**src/rtl/riscv_pkg.sv**
```systemverilog
// Shared types and constants for the instruction fetch path.
package riscv_pkg;

  // Fetch handshake progress: issue request, await data, present to core.
  typedef enum logic [1:0] {
    S_REQ  = 2'd0,
    S_WAIT = 2'd1,
    S_HOLD = 2'd2
  } fetch_state_t;

  // addi x0, x0, 0 -- what the instr register holds before the first fetch.
  localparam logic [31:0] NOP_INSTR = 32'h0000_0013;

  // Base opcodes the downstream decoder switches on.
  localparam logic [6:0] OP_LOAD   = 7'h03;
  localparam logic [6:0] OP_IMM    = 7'h13;
  localparam logic [6:0] OP_AUIPC  = 7'h17;
  localparam logic [6:0] OP_STORE  = 7'h23;
  localparam logic [6:0] OP_REG    = 7'h33;
  localparam logic [6:0] OP_LUI    = 7'h37;
  localparam logic [6:0] OP_BRANCH = 7'h63;
  localparam logic [6:0] OP_JALR   = 7'h67;
  localparam logic [6:0] OP_JAL    = 7'h6F;

endpackage

```
**src/rtl/fetch_pc_gen.sv**
```systemverilog
// Next-PC selection: flush beats a taken branch/jump, which beats PC+4.
// The chosen address is word-aligned, and misaligned reports that a redirect
// target had non-zero low bits.
module fetch_pc_gen #(
  parameter int XLEN = 32
) (
  input  logic [XLEN-1:0] pc,
  input  logic            flush,
  input  logic [XLEN-1:0] flush_pc,
  input  logic            advance,
  input  logic            pc_src,
  input  logic [XLEN-1:0] pc_target,
  output logic            pc_load,
  output logic [XLEN-1:0] next_pc,
  output logic            misaligned
);

  logic [XLEN-1:0] raw_pc;

  // Priority select of the next fetch address and its alignment flag.
  always_comb begin
    // NOTE: every output of a combinational block gets a default first, so no
    // path leaves it unassigned and no latch is inferred.
    raw_pc     = pc + XLEN'(4);
    pc_load    = 1'b0;
    misaligned = 1'b0;
    if (flush) begin
      raw_pc     = flush_pc;
      pc_load    = 1'b1;
      misaligned = |flush_pc[1:0];
    end else if (advance) begin
      pc_load = 1'b1;
      if (pc_src) begin
        raw_pc     = pc_target;
        misaligned = |pc_target[1:0];
      end
    end
  end

  // PC+4 wraps naturally in XLEN bits; low two bits are always cleared.
  assign next_pc = raw_pc & ~XLEN'(3);

endmodule

```
**src/rtl/instr_fetch_unit.sv**
```systemverilog
// Instruction fetch unit: owns the PC, fetches one word per instruction over
// a req/gnt + rvalid handshake, presents the word and its decode fields to
// the core, and steps or redirects the PC when the core accepts it.
module instr_fetch_unit
  import riscv_pkg::*;
#(
  parameter int              XLEN     = 32,
  parameter logic [XLEN-1:0] RESET_PC = '0
) (
  input  logic            clk,
  input  logic            reset,
  output logic            imem_req,
  output logic [XLEN-1:0] imem_addr,
  input  logic            imem_gnt,
  input  logic            imem_rvalid,
  input  logic [31:0]     imem_rdata,
  output logic            instr_valid,
  input  logic            instr_ready,
  output logic [31:0]     instr,
  output logic [6:0]      op,
  output logic [2:0]      funct3,
  output logic            funct7b5,
  output logic [XLEN-1:0] pc,
  input  logic            pc_src,
  input  logic [XLEN-1:0] pc_target,
  input  logic            flush,
  input  logic [XLEN-1:0] flush_pc,
  output logic            misaligned
);

  fetch_state_t    state, state_nxt;
  logic [31:0]     instr_nxt;
  logic            valid_nxt;
  logic            kill, kill_nxt;
  logic            advance;
  logic            pc_load;
  logic [XLEN-1:0] next_pc;
  logic            misaligned_nxt;

  // The core takes the presented instruction only while it is being held.
  assign advance = (state == S_HOLD) && instr_ready;

  fetch_pc_gen #(.XLEN(XLEN)) u_pc_gen (
    .pc         (pc),
    .flush      (flush),
    .flush_pc   (flush_pc),
    .advance    (advance),
    .pc_src     (pc_src),
    .pc_target  (pc_target),
    .pc_load    (pc_load),
    .next_pc    (next_pc),
    .misaligned (misaligned_nxt)
  );

  // Next-state logic for the fetch handshake; flush overrides everything.
  always_comb begin
    state_nxt = state;
    instr_nxt = instr;
    valid_nxt = instr_valid;
    kill_nxt  = kill;

    unique case (state)
      S_REQ: begin
        if (imem_gnt) state_nxt = S_WAIT;
      end
      S_WAIT: begin
        if (imem_rvalid) begin
          if (kill) begin
            // Response belongs to a fetch that a flush has abandoned.
            kill_nxt  = 1'b0;
            state_nxt = S_REQ;
          end else begin
            instr_nxt = imem_rdata;
            valid_nxt = 1'b1;
            state_nxt = S_HOLD;
          end
        end
      end
      S_HOLD: begin
        if (instr_ready) begin
          valid_nxt = 1'b0;
          state_nxt = S_REQ;
        end
      end
      default: state_nxt = S_REQ;
    endcase

    if (flush) begin
      valid_nxt = 1'b0;
      case (state)
        S_REQ: begin
          // A grant in the flush cycle still owes us one response to discard.
          if (imem_gnt) begin
            state_nxt = S_WAIT;
            kill_nxt  = 1'b1;
          end else begin
            state_nxt = S_REQ;
          end
        end
        S_WAIT: begin
          if (imem_rvalid) begin
            // The outstanding response arrives now: drop it and refetch.
            instr_nxt = instr;
            kill_nxt  = 1'b0;
            state_nxt = S_REQ;
          end else begin
            kill_nxt  = 1'b1;
            state_nxt = S_WAIT;
          end
        end
        default: state_nxt = S_REQ;
      endcase
    end
  end

  // State, PC, instruction and flag registers.
  always_ff @(posedge clk or posedge reset) begin
    if (reset) begin
      state       <= S_REQ;
      pc          <= RESET_PC;
      instr       <= NOP_INSTR;
      instr_valid <= 1'b0;
      kill        <= 1'b0;
      misaligned  <= 1'b0;
    end else begin
      // NOTE: non-blocking assignments so every register samples pre-edge
      // values regardless of statement order.
      state       <= state_nxt;
      instr       <= instr_nxt;
      instr_valid <= valid_nxt;
      kill        <= kill_nxt;
      misaligned  <= misaligned_nxt;
      if (pc_load) pc <= next_pc;
    end
  end

  // Request side depends only on registered state, never on same-cycle inputs.
  assign imem_req  = (state == S_REQ);
  assign imem_addr = {pc[XLEN-1:2], 2'b00};

  // Decode fields are plain slices of the held instruction word.
  assign op       = instr[6:0];
  assign funct3   = instr[14:12];
  assign funct7b5 = instr[30];

endmodule

```
**config.mk**
```make
export PLATFORM = sky130hd
export DESIGN_NAME = instr_fetch_unit
export DESIGN_NICKNAME = d
export VERILOG_FILES = /design/src/rtl/riscv_pkg.sv /design/src/rtl/fetch_pc_gen.sv /design/src/rtl/instr_fetch_unit.sv
export SDC_FILE = /design/constraint.sdc
export NUM_CORES = 1
export LEC_CHECK = 0
export BUFFER_PORTS_ARGS = -buffer_cell sky130_fd_sc_hd__buf_2
export CAP_MARGIN = 20
export CORE_ASPECT_RATIO = 1.1
export CORE_MARGIN = 3
export CORE_UTILIZATION = 52
export CTS_BUF_LIST = sky130_fd_sc_hd__clkbuf_8
export CTS_CLUSTER_SIZE = 10
export DETAILED_ROUTE_END_ITERATION = 16
export HOLD_SLACK_MARGIN = 0.12
export PLACE_DENSITY_LB_ADDON = 0.15
export SLEW_MARGIN = 20
export SYNTH_ARGS = -nofsm -noshare
export SYNTH_HDL_FRONTEND = slang
export SYNTH_HIERARCHICAL = 1
export SYNTH_SLANG_ARGS = --single-unit
export TNS_END_PERCENT = 10
```
**constraint.sdc**
```tcl
create_clock -name clk -period 5.72 [get_ports clk]
set_input_delay 0.286 -clock clk [delete_from_list [all_inputs] [get_ports clk]]
set_output_delay 0.286 -clock clk [all_outputs]
set_load 0.05 [all_outputs]
```
**Yosys cells after proc, flatten, opt, wreduce, memory -nomap -nowiden**

Cells that the tools add are included.

- Logic and storage cells: 55
- Flip-flop bits (word level): 67
- Bits of input ports: 103
- Output and inout port bits: 110

- Equality and inequality tests: 7
- Reductions and logical operators: 7
- $add $sub $neg: 1
- Muxes and demuxes: 34

Operator list:

| kind | count |
|---|---|
| 32-bit two-way mux | 9 |
| 32-bit by 3-bit adder with 32-bit output, second input constant | 1 |
| 1-bit two-way mux | 16 |
| 3-bit != test, second input constant | 4 |
| 2-bit two-way mux | 5 |
| 2-bit one-hot mux with 3 select lines | 1 |
| 1-bit one-hot mux with 2 select lines | 2 |
| 2-bit one-hot mux with 2 select lines | 1 |
| 4-bit AND reduction | 1 |
| 2-bit OR reduction | 2 |
| 3-bit by 1-bit != test with 1-bit output, second input constant | 1 |
| 3-bit AND reduction | 1 |
| 3-bit nonzero test | 1 |
| 2-bit by 1-bit == test with 1-bit output, second input constant | 1 |
| 2-bit == test, second input constant | 1 |
| 2-bit zero test | 1 |
| 1-bit logical AND | 1 |

**Longest topological paths before layout**

- Word-level depth: 6
- Gate-level depth with buffers: 8

**Hierarchy**

The synthesis kept the hierarchy.

Modules (own cells, without submodules):

| module | sequential area each (µm²) | area each (µm²) | times used | cells each |
|---|---|---|---|---|
| instr_fetch_unit | 1730.4 | 3100.5 | 1 | 200 |
| fetch_pc_gen | 0.0 | 1313.8 | 1 | 206 |

**Worst setup path before layout**

OpenSTA, ideal clock, no wires.

- Path type: reg2reg
- From: reg pc[2]
- To: reg pc[26]
- Stages on the path, launching flop included: 9
- Setup slack: 3.295 ns
- Period minus slack after synthesis: 2.425 ns
- Buffers on the path: 1
- Arrival time: 2.300 ns
- Library setup time: 0.125 ns
- Cells stage by stage: dfrtp_1 > ha_1 > and4_4 > and3_1 > buf_6 > nand4b_2 > xnor2_1 > a221o_1 > mux2_2

- Longest elaborated chain between the ends: 4

Ends and longest elaborated chain:

| item | RTL line | source |
|---|---|---|
| from (decl) | instr_fetch_unit.sv:23 | `output logic [XLEN-1:0] pc,` |
| from (signal assigned) | instr_fetch_unit.sv:133 | `if (pc_load) pc <= next_pc;` |
| 32-bit by 3-bit adder with 32-bit output (*) | fetch_pc_gen.sv:24 | `raw_pc = pc + XLEN'(4);` |
| 32-bit two-way mux | fetch_pc_gen.sv:33 | `if (pc_src) begin` |
| 32-bit two-way mux (*) | fetch_pc_gen.sv:31 | `end else if (advance) begin` |
| 32-bit two-way mux (*) | fetch_pc_gen.sv:27 | `if (flush) begin` |
| net next_pc[26] | instr_fetch_unit.sv:37 | `logic [XLEN-1:0] next_pc;` |

The timed path passes the listed nets; every way through them passes the cells marked *.
A chain may end at the register's enable or synchronous reset.

**Worst setup path in the final report**

- From: reg state[0]
- To: reg pc[26]

- Longest elaborated chain between the ends: 4
- Elaborated cells between the ends (all ways): 6

Ends and longest elaborated chain:

| item | RTL line | source |
|---|---|---|
| from (decl) | instr_fetch_unit.sv:31 | `fetch_state_t state, state_nxt;` |
| from (signal assigned) | instr_fetch_unit.sv:128 | `state <= state_nxt;` |
| 2-bit == test | instr_fetch_unit.sv:41 | `assign advance = (state == S_HOLD) && instr_ready;` |
| 1-bit logical AND | instr_fetch_unit.sv:41 |  |
| net advance | instr_fetch_unit.sv:35 | `logic advance;` |
| 32-bit two-way mux | fetch_pc_gen.sv:31 |  |
| 32-bit two-way mux | fetch_pc_gen.sv:27 |  |
| net next_pc[26] | instr_fetch_unit.sv:37 |  |

The timed path passes the listed nets, and every way through them passes these cells.

==> impl_metrics.csv <==
group,metric,value,unit
placed_design,dp_hpwl,7894,µm
detailed_routing,avgViaCountPerCell,5.280,
clock_tree,post-cts-setup-buffers,0,
clock_tree,clkSinkCount,69,
critical_path,worst_setup_path_start_kind,"register",
placed_design,dpl_cell_area,5117,µm²
cells_and_area,layout_common_cells,"buf_2 (210), dfrtp_1 (66), nand2_1 (44), mux2_2 (33), mux2_4 (30)",
critical_path,r2r_start,"state[0]",
cells_and_area,fin_cells,675,
detailed_routing,met1_length,4239,µm
detailed_routing,drt_iter0_markers,75,
sta,setup_tns,0,ns
sta,worstMarginPinSlew,0.9449,ns
critical_path,end_kind,"register",
power_and_ir_drop,p_clk_share,14.3,%
detailed_routing,wirelength,10860,µm
yosys,ys_warn_count,6,
detailed_routing,wl_per_cell,16.09,µm
yosys,yosysSeqAreaShare,39.20,%
detailed_routing,topRoutingLayerUsed,"met4",
power_and_ir_drop,leakagePower,2.646,nW
power_and_ir_drop,power.switching,1.421,mW
floorplan,start_util,54.61,%
run_status,status,"complete, no violations",
detailed_routing,ant_nets,0,
yosys,synth_ff_type,"dfrtp_1",
detailed_routing,met3_length,841,µm
critical_path,crit_start,"state[0]",
job,maxCapViolCount,0,
yosys,ys_async_sr_fraction,100.0,%
detailed_routing,vias,3564,
global_routing,grt_overflow,0,
power_and_ir_drop,finalPower,2.694,mW
placed_design,gp_congestion,0.8399,
power_and_ir_drop,powerDensity,507.4,nW/µm²
critical_path,cp_slowest_stage_delay,0.75,ns
placed_design,io_buffers,210,
global_routing,antenna_found_initial,0,
sta,hold_viol_final,0,
floorplan,pin_count,213,
power_and_ir_drop,swShare,52.73,%
floorplan,die_h,102.6,µm
hold_path,hp-start,"imem_rdata[24]",
critical_path,cp.arrival,2.76,ns
floorplan,dieWidth,93.85,µm
cells_and_area,fin_nets,666,
yosys,avgSynthCellArea,10.87,µm²
clock_tree,ctsHtreeMaxLevel,3,
sta,fmax,393.2,MHz
cells_and_area,diodes,0,
detailed_routing,dr.pass1.iters,4,
critical_path,cp_slowest_cell,"and2_1",
cells_and_area,final_common_cell,"buf_2",
sta,relSlewSlack,37.01,%
power_and_ir_drop,internal_power,1.273,mW
yosys,yosysUniqueCellTypes,55,
yosys,synth_cells,406,
clock_tree,clk_pin_slew,0.08,ns
critical_path,crit_buf_inv,0,
placed_design,post-place-cells,659,
clock_tree,cts_buffers,9,
power_and_ir_drop,p_comb_share,55.8,%
clock_tree,ctsResizeCount,0,
critical_path,required,5.94,ns
detailed_routing,drc_errors,0,
floorplan,core,8083,µm²
clock_tree,ctsHoldBuffers,0,
cells_and_area,syn2layout_area_growth,20.29,%
power_and_ir_drop,seqPwrFrac,29.9,%
sta,whs,0.1688,ns
sta,rsz0062_at_grt,"false",
sta,skew,0.009333,ns
sta,fin_crit_sh,44.46,%
cells_and_area,fill_cells,697,
clock_tree,cts.path.max_buffers,2,
yosys,synth.cell_area,4414,µm²
cells_and_area,multi_input_area,2160,µm²
power_and_ir_drop,vdd_drop_max,0.5397,mV
critical_path,worst-path-max-fanout,26,
cells_and_area,regArea,1730,µm²
floorplan,die_area,9631,µm²
cells_and_area,design_area,5310,µm²
global_routing,grt_max_degree,70,
detailed_routing,wl_met2,5619,µm
floorplan,rows,34,
critical_path,cp_top_family,"simple AND/OR/NAND/NOR gates",
yosys,synth_edf_count,0,
global_routing,grt_usage,22.02,%
sta,fin_crit,2.543,ns
clock_tree,root_buffer,"clkbuf_8",
yosys,synth_seq_cells,69,
clock_tree,cts_tree,"yes",
critical_path,path_class,"reg -> reg",
hold_path,hold_path_class,"in -> reg",
global_routing,grt_pass1_vias,3483,
critical_path,path_cells,"and3b_2 > and2_1 > nor2_1 > a221o_1 > mux2_2",
sta,final-setup-viol-count,0,
sta,slew_viol_final,0,
clock_tree,clock_latency,0.34,ns
cells_and_area,drive_gt1_share,55.20,%
global_routing,grt_pass1_wl,16640,µm
[state kept, by name (all words and copies together), names as in the netlist]
register     count
instr           32
instr_valid      1
kill             1
misaligned       1
pc              32
state            2
[worst paths after layout]
kind                                   to  slack (ns)  depth (start not counted)
worst max-delay path               pc[26]        3.18                          5
max in group asynchronous          pc[20]        4.93                          3
worst max register to register     pc[26]        3.18                          5
worst min-delay path            instr[24]        0.17                          2
worst min register to register       kill        0.51                          1
min in group asynchronous       instr[12]        0.19                          3
[layer usage]
metal / vias up / track usage (%)
met5: - / 0
met4: 0 / 9.444
met3: 14 / 4.672
met2: 142 / 38.89
met1: 1705 / 25.94
li1: 1703 / -
[layout make-up]
cell class | instances | area share [%]
clock buffers | 9 | 2.333
clock inverters | 7 | 1.296
inverters | 7 | 0.4948
multi-input cells | 263 | 40.67
flip-flops and latches | 69 | 32.59
well taps | 108 | 2.545
repair buffers | 212 | 20.08
[power groups by stage]
stage / Combinational [mW] / Sequential [mW] / Clock [mW]
2_1_floorplan: 0.747 / 1.34 / 0
3_3_place_gp: 1.50 / 0.803 / 0
3_5_place_dp: 1.51 / 0.806 / 0
4_1_cts: 1.51 / 0.806 / 0.399
5_1_grt: 1.56 / 0.833 / 0.418
6_report: 1.50 / 0.806 / 0.386
[kinds of logic (layout without fill, tap and decap cells)]
kind of cell | Yosys count | count (layout) | share of synthesized area (%)
xor gates and xnor gates | 23 | 23 | 4.563
AOI/OAI and AO/OA | 49 | 49 | 7.965
buffers and inverters | 76 | 235 | 12.05
and+or+nand+nor | 115 | 115 | 15.28
adders and majority gates | 1 | 1 | 0.2834
DFF | 69 | 69 | 39.20
other | 2 | 4 | 0.1701
muxes | 71 | 71 | 20.49
[stage by stage]
stage          utilization, %  setup WS, ns
3_3_place_gp            63.31         3.235
2_1_floorplan               -         3.295
6_report                65.70         3.177
3_5_place_dp            63.31         3.186
4_1_cts                 65.70         3.144
5_1_grt                 65.70         2.951
[synth_stat cells, drive strengths merged (2+ instances only)]
library cell  count  area (µm²)
o21ai            13       65.06
xnor2            10       87.58
xor2             13       113.9
dfstp             3       78.83
mux2             65       844.6
nand3             6       30.03
o221ai            9       85.08
nor2             17       80.08
and2              4       25.03
a31o              2       17.52
buf              58       464.2
o31a              2       17.52
clkbuf           11       41.29
nor3              6       30.03
a221oi            4       35.03
conb              2       7.510
mux2i             6       60.06
inv               7       26.28
a21oi            10       50.05
o31ai             5       47.54
dfrtp            66        1652
and3              7       48.80
nor4              4       37.53
nand4            11       90.08
nand2            45       171.4
and4              8       80.07
Power figures use the tool's default switching activity.
